$ cat config.mk
export PLATFORM = sky130hd
export DESIGN_NAME = eth_rx
export DESIGN_NICKNAME = d
export VERILOG_FILES = /design/src/rtl/eth_rx.sv
export SDC_FILE = /design/constraint.sdc
export NUM_CORES = 1
export LEC_CHECK = 0
export CORE_AREA = 2 2 104 106
export CTS_CLUSTER_DIAMETER = 40
export CTS_CLUSTER_SIZE = 25
export DETAILED_ROUTE_END_ITERATION = 10
export DIE_AREA = 0 0 106 108
export GPL_TIMING_DRIVEN = 0
export PLACE_DENSITY = 0.8
export SLEW_MARGIN = 20
export SYNTH_ARGS = -nofsm -noshare
export SYNTH_HDL_FRONTEND = slang
export SYNTH_SLANG_ARGS = --single-unit
$ cat constraint.sdc
create_clock -name i_clk -period 8 [get_ports i_clk]
set_input_delay 2.4 -clock i_clk [delete_from_list [all_inputs] [get_ports i_clk]]
set_output_delay 2.4 -clock i_clk [all_outputs]
set_load 0.02 [all_outputs]
$ cat src/rtl/eth_rx.sv
// eth_rx: RMII receive engine.
// Samples RXD/CRS_DV on the 50 MHz reference clock, strips preamble and SFD,
// rebuilds bytes LSB-first, streams them into an external frame RAM and
// checks the Ethernet FCS. A finished frame is offered on a valid/ack
// handshake; while the consumer owns the RAM, new frames are dropped.
module eth_rx #(
   parameter logic [10:0] PAKET_MAX_SIZE = 11'd1500,
   parameter logic [4:0]  PREAMBLE_MIN   = 5'd8
) (
   input  logic        i_clk,
   input  logic        i_reset_n,
   input  logic [1:0]  i_eth_data,
   input  logic        i_eth_crs_dv,
   output logic [7:0]  o_ram_data,
   output logic [10:0] o_ram_adr,
   output logic        o_ram_we,
   output logic        o_rx_valid,
   output logic [10:0] o_rx_size,
   output logic        o_rx_crc_ok,
   input  logic        i_rx_ack,
   output logic        o_rx_err,
   output logic        o_rx_drop
);

   localparam logic [2:0] WAIT_IDLE = 3'd0;
   localparam logic [2:0] IDLE      = 3'd1;
   localparam logic [2:0] PREAMBLE  = 3'd2;
   localparam logic [2:0] DATA      = 3'd3;
   localparam logic [2:0] HOLD      = 3'd4;

   // Bytes beyond this count are not stored (payload plus 4 FCS bytes).
   localparam logic [10:0] BYTE_LIMIT  = PAKET_MAX_SIZE + 11'd4;
   localparam logic [31:0] CRC_INIT    = 32'hFFFF_FFFF;
   localparam logic [31:0] CRC_POLY    = 32'hEDB8_8320;
   localparam logic [31:0] CRC_RESIDUE = 32'hDEBB_20E3;

   // Reset synchronizer: asserts at once, releases on a clock edge.
   logic rst_meta;
   logic rst_sync;

   // Registered pin samples; the FSM only ever looks at these.
   logic [1:0] d;
   logic       dv;
   logic       dv_prev;

   // Receive state.
   logic [2:0]  state, state_n;
   logic [4:0]  pre_cnt, pre_cnt_n;
   logic [1:0]  phase, phase_n;
   logic [10:0] byte_cnt, byte_cnt_n;
   logic [5:0]  shift, shift_n;
   logic [31:0] crc, crc_n;

   // Events produced by the FSM in the cycle they are decided.
   logic [7:0]  byte_c;
   logic        we_c;
   logic [7:0]  data_c;
   logic [10:0] adr_c;
   logic        err_c;
   logic        drop_c;
   logic        valid_c;
   logic [10:0] size_c;
   logic        crc_ok_c;

   // Event pipeline stage between the FSM and the output registers.
   logic        we_q;
   logic [7:0]  data_q;
   logic [10:0] adr_q;
   logic        err_q;
   logic        drop_q;
   logic        valid_q;
   logic [10:0] size_q;
   logic        crc_ok_q;

   logic        ack_taken;

   // Reflected CRC-32 over one byte, least significant bit first.
   function automatic logic [31:0] crc_byte(input logic [31:0] c, input logic [7:0] b);
      logic [31:0] r;
      r = c;
      for (int i = 0; i < 8; i++) begin
         if (r[0] ^ b[i])
            r = (r >> 1) ^ CRC_POLY;
         else
            r = r >> 1;
      end
      return r;
   endfunction

   // Synchronize reset release so internal logic leaves reset cleanly.
   always_ff @(posedge i_clk or negedge i_reset_n) begin
      if (!i_reset_n) begin
         rst_meta <= 1'b0;
         rst_sync <= 1'b0;
      end else begin
         rst_meta <= 1'b1;
         rst_sync <= rst_meta;
      end
   end

   // Input register stage; runs on the raw reset so it already tracks the
   // line while the internal reset is still releasing.
   always_ff @(posedge i_clk or negedge i_reset_n) begin
      if (!i_reset_n) begin
         d  <= 2'b00;
         dv <= 1'b0;
      end else begin
         d  <= i_eth_data;
         dv <= i_eth_crs_dv;
      end
   end

   // The consumer's ack only counts while a result is actually offered.
   assign ack_taken = o_rx_valid && i_rx_ack;

   // The completed byte when the current dibit is the fourth one.
   assign byte_c = {d, shift};

   // Receive FSM: preamble/SFD detection, byte assembly, CRC and frame end.
   always_comb begin
      state_n    = state;
      pre_cnt_n  = pre_cnt;
      phase_n    = phase;
      byte_cnt_n = byte_cnt;
      shift_n    = shift;
      crc_n      = crc;
      we_c       = 1'b0;
      data_c     = byte_c;
      adr_c      = byte_cnt;
      err_c      = 1'b0;
      drop_c     = 1'b0;
      valid_c    = 1'b0;
      size_c     = byte_cnt - 11'd4;
      crc_ok_c   = (crc == CRC_RESIDUE);

      case (state)
         WAIT_IDLE: begin
            if (!dv)
               state_n = IDLE;
         end

         IDLE: begin
            if (dv) begin
               if (d == 2'b01) begin
                  state_n   = PREAMBLE;
                  pre_cnt_n = 5'd1;
               end else if (d != 2'b00) begin
                  err_c   = 1'b1;
                  state_n = WAIT_IDLE;
               end
            end
         end

         PREAMBLE: begin
            if (!dv) begin
               err_c   = 1'b1;
               state_n = WAIT_IDLE;
            end else if (d == 2'b01) begin
               if (pre_cnt != 5'd31)
                  pre_cnt_n = pre_cnt + 5'd1;
            end else if ((d == 2'b11) && (pre_cnt >= PREAMBLE_MIN)) begin
               state_n    = DATA;
               byte_cnt_n = 11'd0;
               phase_n    = 2'd0;
               crc_n      = CRC_INIT;
            end else begin
               err_c   = 1'b1;
               state_n = WAIT_IDLE;
            end
         end

         DATA: begin
            if (dv) begin
               shift_n = {d, shift[5:2]};
               phase_n = phase + 2'd1;
               if (phase == 2'd3) begin
                  if (byte_cnt < BYTE_LIMIT) begin
                     we_c  = 1'b1;
                     crc_n = crc_byte(crc, byte_c);
                  end
                  if (byte_cnt != 11'h7FF)
                     byte_cnt_n = byte_cnt + 11'd1;
               end
            end else begin
               if ((phase != 2'd0) || (byte_cnt < 11'd5) || (byte_cnt > BYTE_LIMIT)) begin
                  err_c   = 1'b1;
                  state_n = IDLE;
               end else begin
                  valid_c = 1'b1;
                  state_n = HOLD;
               end
            end
         end

         HOLD: begin
            if (ack_taken)
               state_n = dv ? WAIT_IDLE : IDLE;
            else if (dv && !dv_prev)
               drop_c = 1'b1;
         end

         default: begin
            state_n = WAIT_IDLE;
         end
      endcase
   end

   // FSM state and datapath registers.
   always_ff @(posedge i_clk or negedge rst_sync) begin
      if (!rst_sync) begin
         state    <= WAIT_IDLE;
         pre_cnt  <= 5'd0;
         phase    <= 2'd0;
         byte_cnt <= 11'd0;
         shift    <= 6'd0;
         crc      <= CRC_INIT;
         dv_prev  <= 1'b0;
      end else begin
         state    <= state_n;
         pre_cnt  <= pre_cnt_n;
         phase    <= phase_n;
         byte_cnt <= byte_cnt_n;
         shift    <= shift_n;
         crc      <= crc_n;
         dv_prev  <= dv;
      end
   end

   // Event stage: holds the FSM decisions for one cycle before the outputs.
   always_ff @(posedge i_clk or negedge rst_sync) begin
      if (!rst_sync) begin
         we_q     <= 1'b0;
         data_q   <= 8'd0;
         adr_q    <= 11'd0;
         err_q    <= 1'b0;
         drop_q   <= 1'b0;
         valid_q  <= 1'b0;
         size_q   <= 11'd0;
         crc_ok_q <= 1'b0;
      end else begin
         we_q     <= we_c;
         data_q   <= data_c;
         adr_q    <= adr_c;
         err_q    <= err_c;
         drop_q   <= drop_c;
         valid_q  <= valid_c;
         size_q   <= size_c;
         crc_ok_q <= crc_ok_c;
      end
   end

   // RAM write port; address and data keep the last written values.
   always_ff @(posedge i_clk or negedge rst_sync) begin
      if (!rst_sync) begin
         o_ram_we   <= 1'b0;
         o_ram_data <= 8'd0;
         o_ram_adr  <= 11'd0;
      end else begin
         o_ram_we <= we_q;
         if (we_q) begin
            o_ram_data <= data_q;
            o_ram_adr  <= adr_q;
         end
      end
   end

   // Frame result handshake; size and CRC flag freeze while valid is held.
   always_ff @(posedge i_clk or negedge rst_sync) begin
      if (!rst_sync) begin
         o_rx_valid  <= 1'b0;
         o_rx_size   <= 11'd0;
         o_rx_crc_ok <= 1'b0;
      end else begin
         if (ack_taken) begin
            o_rx_valid <= 1'b0;
         end else if (valid_q) begin
            o_rx_valid  <= 1'b1;
            o_rx_size   <= size_q;
            o_rx_crc_ok <= crc_ok_q;
         end
      end
   end

   // Single-cycle error and drop pulses.
   always_ff @(posedge i_clk or negedge rst_sync) begin
      if (!rst_sync) begin
         o_rx_err  <= 1'b0;
         o_rx_drop <= 1'b0;
      end else begin
         o_rx_err  <= err_q;
         o_rx_drop <= drop_q;
      end
   end

endmodule

==> results of run 1 <==
==> registers in the layout, summed over array words and instances (netlist names), 8 cells and up <==
signal and count:
o_ram_data 8, data_q 8, o_rx_size 11, adr_c 11
adr_q 9, size_q 11, o_ram_adr 11, crc 32
==> metal layers <==
layer	track usage [%]	up-vias	routed length (um)
li1	-	1891	-
met1	31.4	2066	5460
met2	40.0	143	6360
met3	5.79	26	593
met4	11.2	0	332
met5	0	-	0
==> cells by family (layout without fill, tap and decap cells) <==
logic type / Yosys count / count (layout) / share of synthesized area (%)
fa+ha+maj: 10 / 10 / 2.05
xor+xnor: 83 / 83 / 15.4
simple gates: 152 / 152 / 12.6
flops: 133 / 133 / 55.1
other cells: 1 / 1 / 0.0613
compound gates: 63 / 63 / 6.26
buf+inv: 41 / 114 / 2.62
mux: 32 / 32 / 5.87
==> how the worst max path moves through the flow <==
stage | startpoint | end | slack [ns] | cells after the start
floorplan | rst_sync$_DFF_PN0_ | adr_c[0]$_DFFE_PN0P_ | 4.17 | 0
global placement | rst_sync$_DFF_PN0_ | o_ram_data[4]$_DFFE_PN0P_ | 2.93 | 0
detailed placement | i_rx_ack | o_rx_size[7]$_DFFE_PN0P_ | 3.75 | 4
CTS | o_rx_valid$_DFFE_PN0P_ | o_rx_valid | 4.02 | 1
global route | o_rx_valid$_DFFE_PN0P_ | o_rx_valid | 4.00 | 1
finish | o_rx_valid$_DFFE_PN0P_ | o_rx_valid | 4.05 | 1
==> final cells by class <==
type	count	area, um2	share of cell area [%]
flip-flops and latches	133	3370	46.1
clock buffers	19	432	5.90
well taps	136	170	2.32
repair buffers	42	448	6.12
clock inverters	12	155	2.12
inverters	15	56.3	0.769
plain buffers	26	104	1.42
multi-input cells	341	2580	35.3
==> power groups by stage <==
| stage | logic, mW | registers [mW] | clock network, mW |
|---|---|---|---|
| finish | 1.62 | 1.10 | 0.766 |
| global route | 1.74 | 1.12 | 0.807 |
| CTS | 1.62 | 1.10 | 0.774 |
| detailed placement | 1.59 | 1.11 | 0 |
| global placement | 1.55 | 1.10 | 0 |
| floorplan | 1.26 | 1.10 | 0 |
==> worst reg2reg max path: stages (launching register included) <==
cell      delay (ns)
dfrtp_1         0.38
clkbuf_1        0.34
nand4b_1        0.25
a211oi_2        0.57
clkbuf_1        0.47
nor3_1          0.11
a21oi_1         0.16
==> metrics by stage <==
stage                     setup slack [ns]  hold slack, ns  power (mW)
after global placement                2.93           0.333        2.65
after global routing                  4.00           0.337        3.67
final                                 4.05           0.293        3.49
after CTS                             4.02           0.309        3.49
after detailed placement              3.75           0.302        2.70
after floorplan                       4.17           0.331        2.36
==> layout by cell type (no fill, tap or decap), drive strengths merged, types with 5 or more instances in the layout <==
| cell type | instances |
|---|---|
| a21oi | 29 |
| buf | 8 |
| clkbuf | 39 |
| clkdlybuf4s50 | 40 |
| clkinv | 6 |
| dfrtp | 101 |
| dfstp | 32 |
| ha | 10 |
| inv | 16 |
| mux2 | 31 |
| nand2 | 42 |
| nand3 | 10 |
| nand4 | 5 |
| nand4b | 5 |
| nor2 | 28 |
| nor3 | 26 |
| o21ai | 12 |
| or3 | 5 |
| xnor2 | 53 |
| xor2 | 29 |
==> results.json, run 1 <==
{
  "status": "finished clean",
  "grt_use_total_pct": 24.5,
  "cts.repair.resized": 0,
  "hpwl_um": 8900,
  "skew_ns": 0.00712,
  "cts_buffer_depth": 2,
  "hold_buffers": 0,
  "syn_inst": 515,
  "internal_power_mw": 2.18,
  "cts_tree": "yes",
  "die-area_um2": 11400,
  "vias_per_cell": 5.70,
  "synth_cell_type_count": 54,
  "leakagePower_nw": 3.20,
  "crit_slowest_cell": "clkdlybuf4s50_1",
  "synth.ff_latch_count": 133,
  "portBuffers": 40,
  "antenna_found_initial": 0,
  "cts-buffers-inserted": 17,
  "max_slew_margin_pct": 45.8,
  "setup_viol": 0,
  "syn_area_per_cell_um2": 11.9,
  "fin_util_pct": 71.6,
  "h-tree-depth": 4,
  "clkSinkCount": 133,
  "power-per-cell-area_nw_per_um2": 476,
  "cp-end-kind": "output port",
  "syn_nets": 531,
  "synth_edf_count": 0,
  "reg2reg_from": "state[1]$_DFFE_PN0P_",
  "finalHoldViolCount": 0,
  "first_pass_iters": 5,
  "num_rows": 37,
  "wl_um": 12800,
  "drtIter0Drc": 305,
  "finalSetupTns_ns": 0,
  "min_path_type": "flop to asynchronous set/reset pin",
  "fillCellCount": 672,
  "placement.cell_area_um2": 6740,
  "vias": 4126,
  "yosysTopAreaCellShare_pct": 41.3,
  "postLayoutCellArea_um2": 7320,
  "final_cells": 724,
  "rsz0062_at_grt": "no",
  "fin_nets": 592,
  "crit_path_cell_trace": "clkdlybuf4s50_1",
  "seqPwrFrac_pct": 31.5,
  "grt_max_degree": 59,
  "r2r_cells": 6,
  "fmax_mhz": 253,
  "switchingPower_mw": 1.31,
  "crit_path_max_fanout": 4,
  "yosysWarnings": 0,
  "initial_core_util_pct": 59.8,
  "finalCritPeriodShare_pct": 49.4,
  "antenna_left": 0,
  "die_x_um": 106,
  "p_comb_share_pct": 46.6,
  "ys_seq_area_share_pct": 55.1,
  "period_needed_ns": 3.95,
  "root_buffer": "clkbuf_8",
  "route.detailed.drc": 0,
  "cp-start-kind": "flop",
  "cp_num_buf_inv": 1,
  "synth_area_leaders": "dfrtp_1 41%, dfstp_2 14%, xnor2_1 6.0%, mux2_2 5.7%, xor2_1 3.6%",
  "synthArstFlopShare_pct": 100,
  "grt_pass1_wl_um": 21100,
  "io-pin-count": 41,
  "place.gp.congestion": 0.914,
  "synthTopCellsByCount": "101 x dfrtp_1, 42 x nand2_1, 42 x xnor2_1",
  "syn-cell-area_um2": 6110,
  "antenna_cells": 0,
  "arrival_ns": 1.55,
  "peakVddDrop_mv": 0.391,
  "route.detailed.wl_per_inst_um": 17.6,
  "clkPwrFrac_pct": 22.0,
  "yosysMostFrequentCell": "dfrtp_1",
  "switching_share_pct": 37.5,
  "core_um2": 10200,
  "grt_pass1_vias": 4241,
  "clk_pin_slew_ns": 0.06,
  "critPathTopFamily": "buffers and inverters",
  "dp_cells": 693,
  "cts_setup_buffers": 0,
  "rr_endpoint": "crc[1]$_DFFE_PN1P_",
  "yosys.area.top_type": "dfrtp_1",
  "clock_latency_ns": 0.53,
  "drv_cap": 0,
  "drive_gt1_share_pct": 20.4,
  "synthFlopType": "dfrtp_1",
  "reg2reg_slack_ns": 5.63,
  "syn_to_final_growth_pct": 19.8,
  "cp.required_ns": 5.60,
  "critPathMaxStageDelay_ns": 0.63,
  "die_h_um": 108,
  "crit_type": "flop to output port",
  "worst_pin_slew_ns": 0.802,
  "grt_overflow": 0,
  "finalMaxSlewViolations": 0
}
(Power assumes the default switching activity.)
==> inputs of run 2 (changes only) <==
--- a/config.mk
+++ b/config.mk
@@ -5,13 +5,13 @@
 export SDC_FILE = /design/constraint.sdc
 export NUM_CORES = 1
 export LEC_CHECK = 0
-export CORE_AREA = 2 2 104 106
+export CORE_AREA = 2 2 105 107
 export CTS_CLUSTER_DIAMETER = 40
 export CTS_CLUSTER_SIZE = 25
 export DETAILED_ROUTE_END_ITERATION = 10
-export DIE_AREA = 0 0 106 108
+export DIE_AREA = 0 0 107 109
 export GPL_TIMING_DRIVEN = 0
-export PLACE_DENSITY = 0.8
+export PLACE_DENSITY = 0.79
 export SLEW_MARGIN = 20
 export SYNTH_ARGS = -nofsm -noshare
 export SYNTH_HDL_FRONTEND = slang
==> constraint.sdc (replaced) <==
create_clock -name i_clk -period 4.1 [get_ports i_clk]
set_input_delay 1.23 -clock i_clk [delete_from_list [all_inputs] [get_ports i_clk]]
set_output_delay 1.23 -clock i_clk [all_outputs]
set_load 0.02 [all_outputs]
==> results.json, run 2 (same netlist as run 1, synthesis figures left out) <==
{
  "status": "finished clean",
  "clkPwrFrac_pct": 22.1,
  "final_cells": 729,
  "leakagePower_nw": 3.19,
  "syn_to_final_growth_pct": 19.8,
  "seqPwrFrac_pct": 31.6,
  "p_comb_share_pct": 46.3,
  "reg2reg_from": "state[1]$_DFFE_PN0P_",
  "route.detailed.drc": 0,
  "cts-buffers-inserted": 17,
  "first_pass_iters": 6,
  "wl_um": 12800,
  "skew_ns": 0.00801,
  "period_needed_ns": 2.81,
  "crit_path_max_fanout": 4,
  "switchingPower_mw": 2.54,
  "clock_latency_ns": 0.53,
  "layout_commonest_cell": "dfrtp_1",
  "crit_type": "flop to output port",
  "largest-register": "crc",
  "grt_use_total_pct": 24.3,
  "hold-worst-slack_ns": 0.316,
  "root_buffer": "clkbuf_8",
  "rsz0062_at_grt": "no",
  "worstSetupStartpoint": "o_rx_valid$_DFFE_PN0P_",
  "grt_max_degree": 47,
  "finalSetupTns_ns": 0,
  "crit_path_cell_trace": "clkdlybuf4s50_1",
  "core_um2": 10600,
  "fillCellCount": 748,
  "setup_viol": 0,
  "vias_per_cell": 5.62,
  "io-pin-count": 41,
  "drive_gt1_share_pct": 20.4,
  "max_slew_margin_pct": 43.0,
  "cts_tree": "yes",
  "cp-start-kind": "flop",
  "portBuffers": 40,
  "finalCritPeriodShare_pct": 68.5,
  "cts_setup_buffers": 0,
  "min_path_type": "flop to asynchronous set/reset pin",
  "dp_cells": 697,
  "initial_core_util_pct": 57.7,
  "peakVddDrop_mv": 0.527,
  "die_h_um": 109,
  "internal_power_mw": 4.26,
  "critPathMaxStageDelay_ns": 0.63,
  "fin_util_pct": 69.1,
  "cp_num_buf_inv": 1,
  "grt_overflow": 0,
  "grt_pass1_wl_um": 21400,
  "h-tree-depth": 4,
  "clkSinkCount": 133,
  "antenna_cells": 0,
  "hold_buffers": 0,
  "fmax_mhz": 356,
  "largest_register_ffs": 32,
  "antenna_left": 0,
  "final_cell_mix": "100 x dfrtp_1, 42 x nand2_1, 42 x xnor2_1",
  "power-per-cell-area_nw_per_um2": 929,
  "switching_share_pct": 37.4,
  "hpwl_um": 8640,
  "clk_pin_slew_ns": 0.06,
  "cp.required_ns": 2.87,
  "vias": 4094,
  "fin_nets": 592,
  "grt_pass1_vias": 4114,
  "drtIter0Drc": 361,
  "place.gp.congestion": 0.913,
  "die-area_um2": 11700,
  "worst_pin_slew_ns": 0.844,
  "finalHoldViolCount": 0,
  "cp-end-kind": "output port",
  "antenna_found_initial": 0,
  "arrival_ns": 1.58,
  "cts_buffer_depth": 2,
  "finalMaxSlewViolations": 0,
  "route.detailed.wl_per_inst_um": 17.5,
  "die_x_um": 107,
  "critPathTopFamily": "buffers and inverters",
  "cts.repair.resized": 0,
  "num_rows": 38,
  "crit_slowest_cell": "clkdlybuf4s50_1",
  "drv_cap": 0
}
==> run 2: final timing paths <==
check | end | slack, ns | depth (start not counted)
worst max-delay path | o_rx_valid | 1.29 | 1
worst min-delay path | pre_cnt[4]$_DFFE_PN0P_ | 0.32 | 0
worst max register to register | crc[30]$_DFFE_PN1P_ | 1.79 | 6
worst min register to register | pre_cnt[4]$_DFFE_PN0P_ | 0.32 | 0
max in group asynchronous | crc[0]$_DFFE_PN1P_ | 2.83 | 2
min in group i_clk | rst_sync$_DFF_PN0_ | 0.35 | 0
==> run 2: through the flow <==
stage          area, um2  power (mW)  setup WS, ns
2_1_floorplan       6110        4.60         0.266
3_3_place_gp        6690        5.18        -0.956
3_5_place_dp        6730        5.26          1.06
4_1_cts             7320        6.81          1.27
5_1_grt             7320        7.17          1.26
6_report            7320        6.80          1.29
==> run 2: power groups by stage <==
stage          combinational, mW  sequential (mW)  clock, mW
2_1_floorplan               2.46             2.14          0
3_3_place_gp                3.03             2.15          0
3_5_place_dp                3.10             2.16          0
4_1_cts                     3.14             2.15       1.53
5_1_grt                     3.39             2.19       1.59
6_report                    3.15             2.15       1.51
==> run 2: area by class of cell <==
cell class / count / area (um2) / area share, %
inverters: 15 / 56.3 / 0.769
multi-input cells: 341 / 2580 / 35.3
clock inverters: 12 / 154 / 2.10
well taps: 140 / 175 / 2.39
plain buffers: 26 / 104 / 1.42
flip-flops and latches: 133 / 3370 / 46.1
repair buffers: 42 / 440 / 6.02
clock buffers: 20 / 435 / 5.95
==> run 2: per-layer routing <==
layer	global-route usage, %	routed length [um]	up-vias
li1	-	-	1888
met1	31.1	5320	2061
met2	40.4	6610	125
met3	6.10	675	20
met4	8.91	183	0
met5	0	0	-
